--- src/rtl/mem_port_arbiter.sv ---
// Round-robin arbiter sharing one single-port memory between instruction fetch (I)
// and data access (D); one access in flight, fixed read latency, one-cycle ack pulse.
module mem_port_arbiter #(
  parameter int unsigned XLEN    = 32,
  parameter int unsigned AWIDTH  = 16,
  parameter int unsigned MEM_LAT = 1
) (
  input  logic              clk,
  input  logic              rst,
  input  logic              i_req,
  input  logic [AWIDTH-1:0] i_addr,
  output logic              i_ack,
  output logic [XLEN-1:0]   i_rdata,
  input  logic              d_req,
  input  logic [XLEN-1:0]   d_addr,
  input  logic [XLEN-1:0]   d_wdata,
  input  logic [2:0]        d_we,
  output logic              d_ack,
  output logic [XLEN-1:0]   d_rdata,
  output logic              mem_en,
  output logic [XLEN-1:0]   mem_addr,
  output logic [XLEN-1:0]   mem_wdata,
  output logic [2:0]        mem_we,
  input  logic [XLEN-1:0]   mem_rdata
);

  localparam int unsigned CW = 4;
  localparam logic [1:0] S_IDLE  = 2'd0;
  localparam logic [1:0] S_ISSUE = 2'd1;
  localparam logic [1:0] S_WAIT  = 2'd2;
  localparam logic [1:0] S_ACK   = 2'd3;
  localparam logic OWN_I = 1'b0;
  localparam logic OWN_D = 1'b1;

  logic [1:0]      r_state, w_state;
  logic [CW-1:0]   r_cnt, w_cnt;
  logic            r_owner, w_owner;
  logic            r_last, w_last;
  logic            r_wr, w_wr;
  logic            r_i_ack, w_i_ack;
  logic            r_d_ack, w_d_ack;
  logic [XLEN-1:0] r_i_rdata, w_i_rdata;
  logic [XLEN-1:0] r_d_rdata, w_d_rdata;
  logic            r_mem_en, w_mem_en;
  logic [XLEN-1:0] r_mem_addr, w_mem_addr;
  logic [XLEN-1:0] r_mem_wdata, w_mem_wdata;
  logic [2:0]      r_mem_we, w_mem_we;

  // Next-state and next-output logic; every output is the registered copy of a w_ value
  always_comb begin
    w_state     = r_state;
    w_cnt       = r_cnt;
    w_owner     = r_owner;
    w_last      = r_last;
    w_wr        = r_wr;
    w_i_ack     = 1'b0;
    w_d_ack     = 1'b0;
    w_i_rdata   = r_i_rdata;
    w_d_rdata   = r_d_rdata;
    w_mem_en    = 1'b0;
    w_mem_addr  = r_mem_addr;
    w_mem_wdata = r_mem_wdata;
    w_mem_we    = 3'b000;
    case (r_state)
      S_IDLE: begin
        if (i_req || d_req) begin
          // On a tie the requester that did not win last time gets the port
          w_owner  = (i_req && d_req) ? ~r_last : d_req;
          w_last   = w_owner;
          w_state  = S_ISSUE;
          w_mem_en = 1'b1;
          if (w_owner == OWN_D) begin
            w_mem_addr  = d_addr;
            w_mem_wdata = d_wdata;
            w_mem_we    = d_we;
            w_wr        = |d_we;
          end else begin
            w_mem_addr  = XLEN'(i_addr);
            w_mem_wdata = '0;
            w_mem_we    = 3'b000;
            w_wr        = 1'b0;
          end
        end
      end
      S_ISSUE: begin
        w_cnt   = CW'(MEM_LAT);
        w_state = S_WAIT;
      end
      S_WAIT: begin
        if (r_cnt <= CW'(1)) begin
          w_cnt   = '0;
          w_state = S_ACK;
          w_i_ack = (r_owner == OWN_I);
          w_d_ack = (r_owner == OWN_D);
          if (r_owner == OWN_I) w_i_rdata = mem_rdata;
          else if (!r_wr)       w_d_rdata = mem_rdata;
        end else begin
          w_cnt = r_cnt - CW'(1);
        end
      end
      S_ACK: begin
        w_state = S_IDLE;
      end
      default: begin
        w_state = S_IDLE;
      end
    endcase
  end

  always_ff @(posedge clk or posedge rst) begin
    if (rst) begin
      r_state     <= S_IDLE;
      r_cnt       <= '0;
      r_owner     <= OWN_I;
      r_last      <= OWN_I;
      r_wr        <= 1'b0;
      r_i_ack     <= 1'b0;
      r_d_ack     <= 1'b0;
      r_i_rdata   <= '0;
      r_d_rdata   <= '0;
      r_mem_en    <= 1'b0;
      r_mem_addr  <= '0;
      r_mem_wdata <= '0;
      r_mem_we    <= 3'b000;
    end else begin
      r_state     <= w_state;
      r_cnt       <= w_cnt;
      r_owner     <= w_owner;
      r_last      <= w_last;
      r_wr        <= w_wr;
      r_i_ack     <= w_i_ack;
      r_d_ack     <= w_d_ack;
      r_i_rdata   <= w_i_rdata;
      r_d_rdata   <= w_d_rdata;
      r_mem_en    <= w_mem_en;
      r_mem_addr  <= w_mem_addr;
      r_mem_wdata <= w_mem_wdata;
      r_mem_we    <= w_mem_we;
    end
  end

  assign i_ack     = r_i_ack;
  assign i_rdata   = r_i_rdata;
  assign d_ack     = r_d_ack;
  assign d_rdata   = r_d_rdata;
  assign mem_en    = r_mem_en;
  assign mem_addr  = r_mem_addr;
  assign mem_wdata = r_mem_wdata;
  assign mem_we    = r_mem_we;

endmodule
--- config.mk ---
export PLATFORM = sky130hd
export DESIGN_NAME = mem_port_arbiter
export DESIGN_NICKNAME = d
export VERILOG_FILES = /design/src/rtl/mem_port_arbiter.sv
export SDC_FILE = /design/constraint.sdc
export NUM_CORES = 1
export LEC_CHECK = 0
export ABC_AREA = 0
export CORE_MARGIN = 3
export CORE_UTILIZATION = 38
export CTS_CLUSTER_SIZE = 28
export DETAILED_ROUTE_END_ITERATION = 7
export PLACE_DENSITY = 0.77
export SYNTH_ARGS = -nofsm -noshare
export SYNTH_HDL_FRONTEND = slang
export SYNTH_SLANG_ARGS = --single-unit
--- constraint.sdc ---
create_clock -name clk -period 5.5 [get_ports clk]
set_input_delay 1.65 -clock clk [delete_from_list [all_inputs] [get_ports clk]]
set_output_delay 1.65 -clock clk [all_outputs]
set_load 0.02 [all_outputs]
==> reports/results.ini <==
[status]
outcome = finished, final reports clean

[timing]
rsz0062_at_grt = false
clock.fmax_ghz = 0.283
slew_headroom_pct = 21.9
hold_viol_final = 0
fin_crit_sh_pct = 64.2
finalCriticalPeriod_ns = 3.53
fin_ws_ns = 1.97
whs_ns = 0.480
setup_viol = 0
worst_pin_slew_ns = 1.17
fin_skew_ns = 0.00942
setup_tns_ns = 0
finalMaxSlewViolations = 0

[routing]
wl_um = 14200
dr.pass1.iters = 4
vias_per_cell = 4.90
wl_per_cell_um = 17.3
route.antenna.remaining_nets = 0
initialDrtViolationCount = 172
vias = 4017
route.detailed.drc = 0

[cts]
cts_hold_buf = 0
post_cts_resized = 0
clk_path_buf_depth = 2
ctsRootBufferMaster = clkbuf_16
clock_latency_ns = 0.41
htreeDepth = 4
cts_buffers = 17
path_clk_slew_ns = 0.06
post_cts_buffers = 0
cts.sinks = 142
cts_tree = yes

[grt]
grt_max_degree = 117
grt_usage_pct = 17.9
grt_pass1_wl_um = 22700
grt_pass1_vias = 4304
grt_overflow = 0
antenna_found_initial = 1

[synth]
ys_ff_latch = 142
avgSynthCellArea_um2 = 14.9
synth-seq-area-share_pct = 63.4
syn_nets = 500
syn_inst = 377
yosysWarnings = 0
synth_area_mm2 = 0.00561
synth_cell_type_count = 36

[floorplanning]
coreArea_mm2 = 0.0141
die_w_um = 127
num_io_pins = 253
dieArea_mm2 = 0.0162
die_y_um = 127
start_util_pct = 39.6
core.rowCount = 43

[place]
gp_congestion = 0.809
post-place-ws_ns = 1.49
io_buffers = 252
hpwlAfterDp_um = 10100

[min_path]
hold_path.class = register to register

[pwr]
intPower_mw = 3.71
swShare_pct = 35.3
p_sw_mw = 2.02
combPwrFrac_pct = 48.5
leakagePower_nw = 3.94
clkPwrFrac_pct = 19.4
ir_drop_mv = 0.282
cellPowerDensity_mw_per_mm2 = 650
pwr-share-seq_pct = 32.1
power_mw = 5.74

[setup_path]
startpoint_type = input port
crit_arrival_ns = 3.87
crit_path_end_kind = register
cp.required_ns = 5.84
worstSetupPathType = input port to register
critPathMaxFanout = 53

[layout]
final_nets = 750
fin_util_pct = 62.3
drive_above_1_share_pct = 16.6
n_antenna_cell = 0
syn_to_final_growth_pct = 57.3

[job]
maxCapViolCount = 0

[metrics by stage]
stage	instances	area, µm²
after global placement	788	8240
final	820	8820
after detailed placement	788	8240
after global routing	820	8820
after CTS	820	8820
after floorplan	377	5610
[power by group through the flow]
stage / Sequential [mW] / Combinational, mW / Clock (mW)
final: 1.84 / 2.78 / 1.11
after global routing: 1.90 / 2.95 / 1.19
after CTS: 1.84 / 2.82 / 1.14
after detailed placement: 1.84 / 2.82 / 0
after global placement: 1.83 / 2.75 / 0
after floorplan: 2.41 / 0.991 / 0
[cells in the final DEF (no fill, tap or decap), types with 2 or more instances in the layout]
master	n
o21ai_0	18
o211ai_1	2
inv_6	3
a22o_1	49
mux2i_1	16
clkinvlp_4	2
nor2b_1	2
nand2_1	18
clkbuf_16	17
buf_4	3
nand3_1	2
o2bb2ai_1	2
bufinv_16	2
o22ai_1	2
nor2_1	2
mux2_4	29
clkinv_2	4
ha_1	4
clkdlybuf4s50_1	252
inv_1	9
mux2_2	35
clkinv_4	3
dfrtp_1	142
and2_1	3
[area by class of cell]
type	instances	area [µm²]
fill	1061	5330
multi-input combinational	201	1870
inverter	10	42.5
sequential	142	3550
tap	180	225
clock inverter	13	139
clock buffer	19	443
timing repair buffer	255	2540
[synthesized netlist by cell type (all sizes together)]
master,count,area (µm²)
buf,14,124
a21o,1,7.51
nor3,1,5.00
dfrtp,142,3550
o21ba,1,10.0
ha,4,50.1
nor2b,2,12.5
o21bai,1,18.8
nand4b,1,8.76
a41o,1,10.0
clkbuf,10,37.5
nand2,18,67.6
nand2b,1,6.26
or3b,1,8.76
inv,10,37.5
a21bo,1,10.0
a31oi,1,6.26
o21ai,19,95.1
nand3,2,10.0
and3,1,6.26
o211ai,2,15.0
o2bb2ai,2,17.5
nor2,3,13.8
or3,2,12.5
o22ai,2,12.5
and2,3,18.8
a22o,49,429
o21a,1,7.51
mux2i,16,160
a21oi,1,5.00
mux2,64,830
[cell families (layout without fill, tap and decap cells)]
family | Yosys count | in the layout | share of synthesized area [%]
flops | 142 | 142 | 63.4
compound gates | 82 | 82 | 11.5
simple gates | 35 | 35 | 3.04
mux | 80 | 80 | 17.7
buf+inv | 34 | 297 | 3.55
fa+ha+maj | 4 | 4 | 0.893
[metal layers]
layer / global-route usage, % / up-vias / share of wire [%]
met4: 6.31 / 2 / 1.6
met5: 0 / - / 0.078
met1: 22.4 / 1928 / 42
met2: 28.2 / 204 / 46
li1: - / 1861 / -
met3: 7.02 / 22 / 10
[worst max-delay path, stage by stage]
cell	delay [ns]
clkdlybuf4s50_1	0.55
a21bo_2	0.43
nor2_4	0.93
a22o_1	0.26
[state kept, by name, indices dropped and copies added, names as in the netlist]
| name | count |
|---|---|
| mem_addr | 32 |
| mem_en | 1 |
| i_rdata | 32 |
| i_ack | 1 |
| mem_we | 3 |
| r_state | 2 |
| r_last | 1 |
| d_rdata | 32 |
| r_wr | 1 |
| d_ack | 1 |
| mem_wdata | 32 |
| r_cnt | 4 |
[worst paths after layout]
path | startpoint | to | slack [ns] | cells past startpoint
worst min register to register | mem_addr[7] | mem_addr[7] | 0.48 | 2
worst max-delay path | d_req | mem_wdata[11] | 1.97 | 4
worst max register to register | r_state[0] | i_rdata[5] | 3.11 | 5
min in group asynchronous | rst | i_rdata[23] | 1.85 | 2
worst min-delay path | mem_addr[7] | mem_addr[7] | 0.48 | 2
max in group asynchronous | rst | mem_wdata[29] | 2.67 | 3
(Power assumes the default switching activity.)
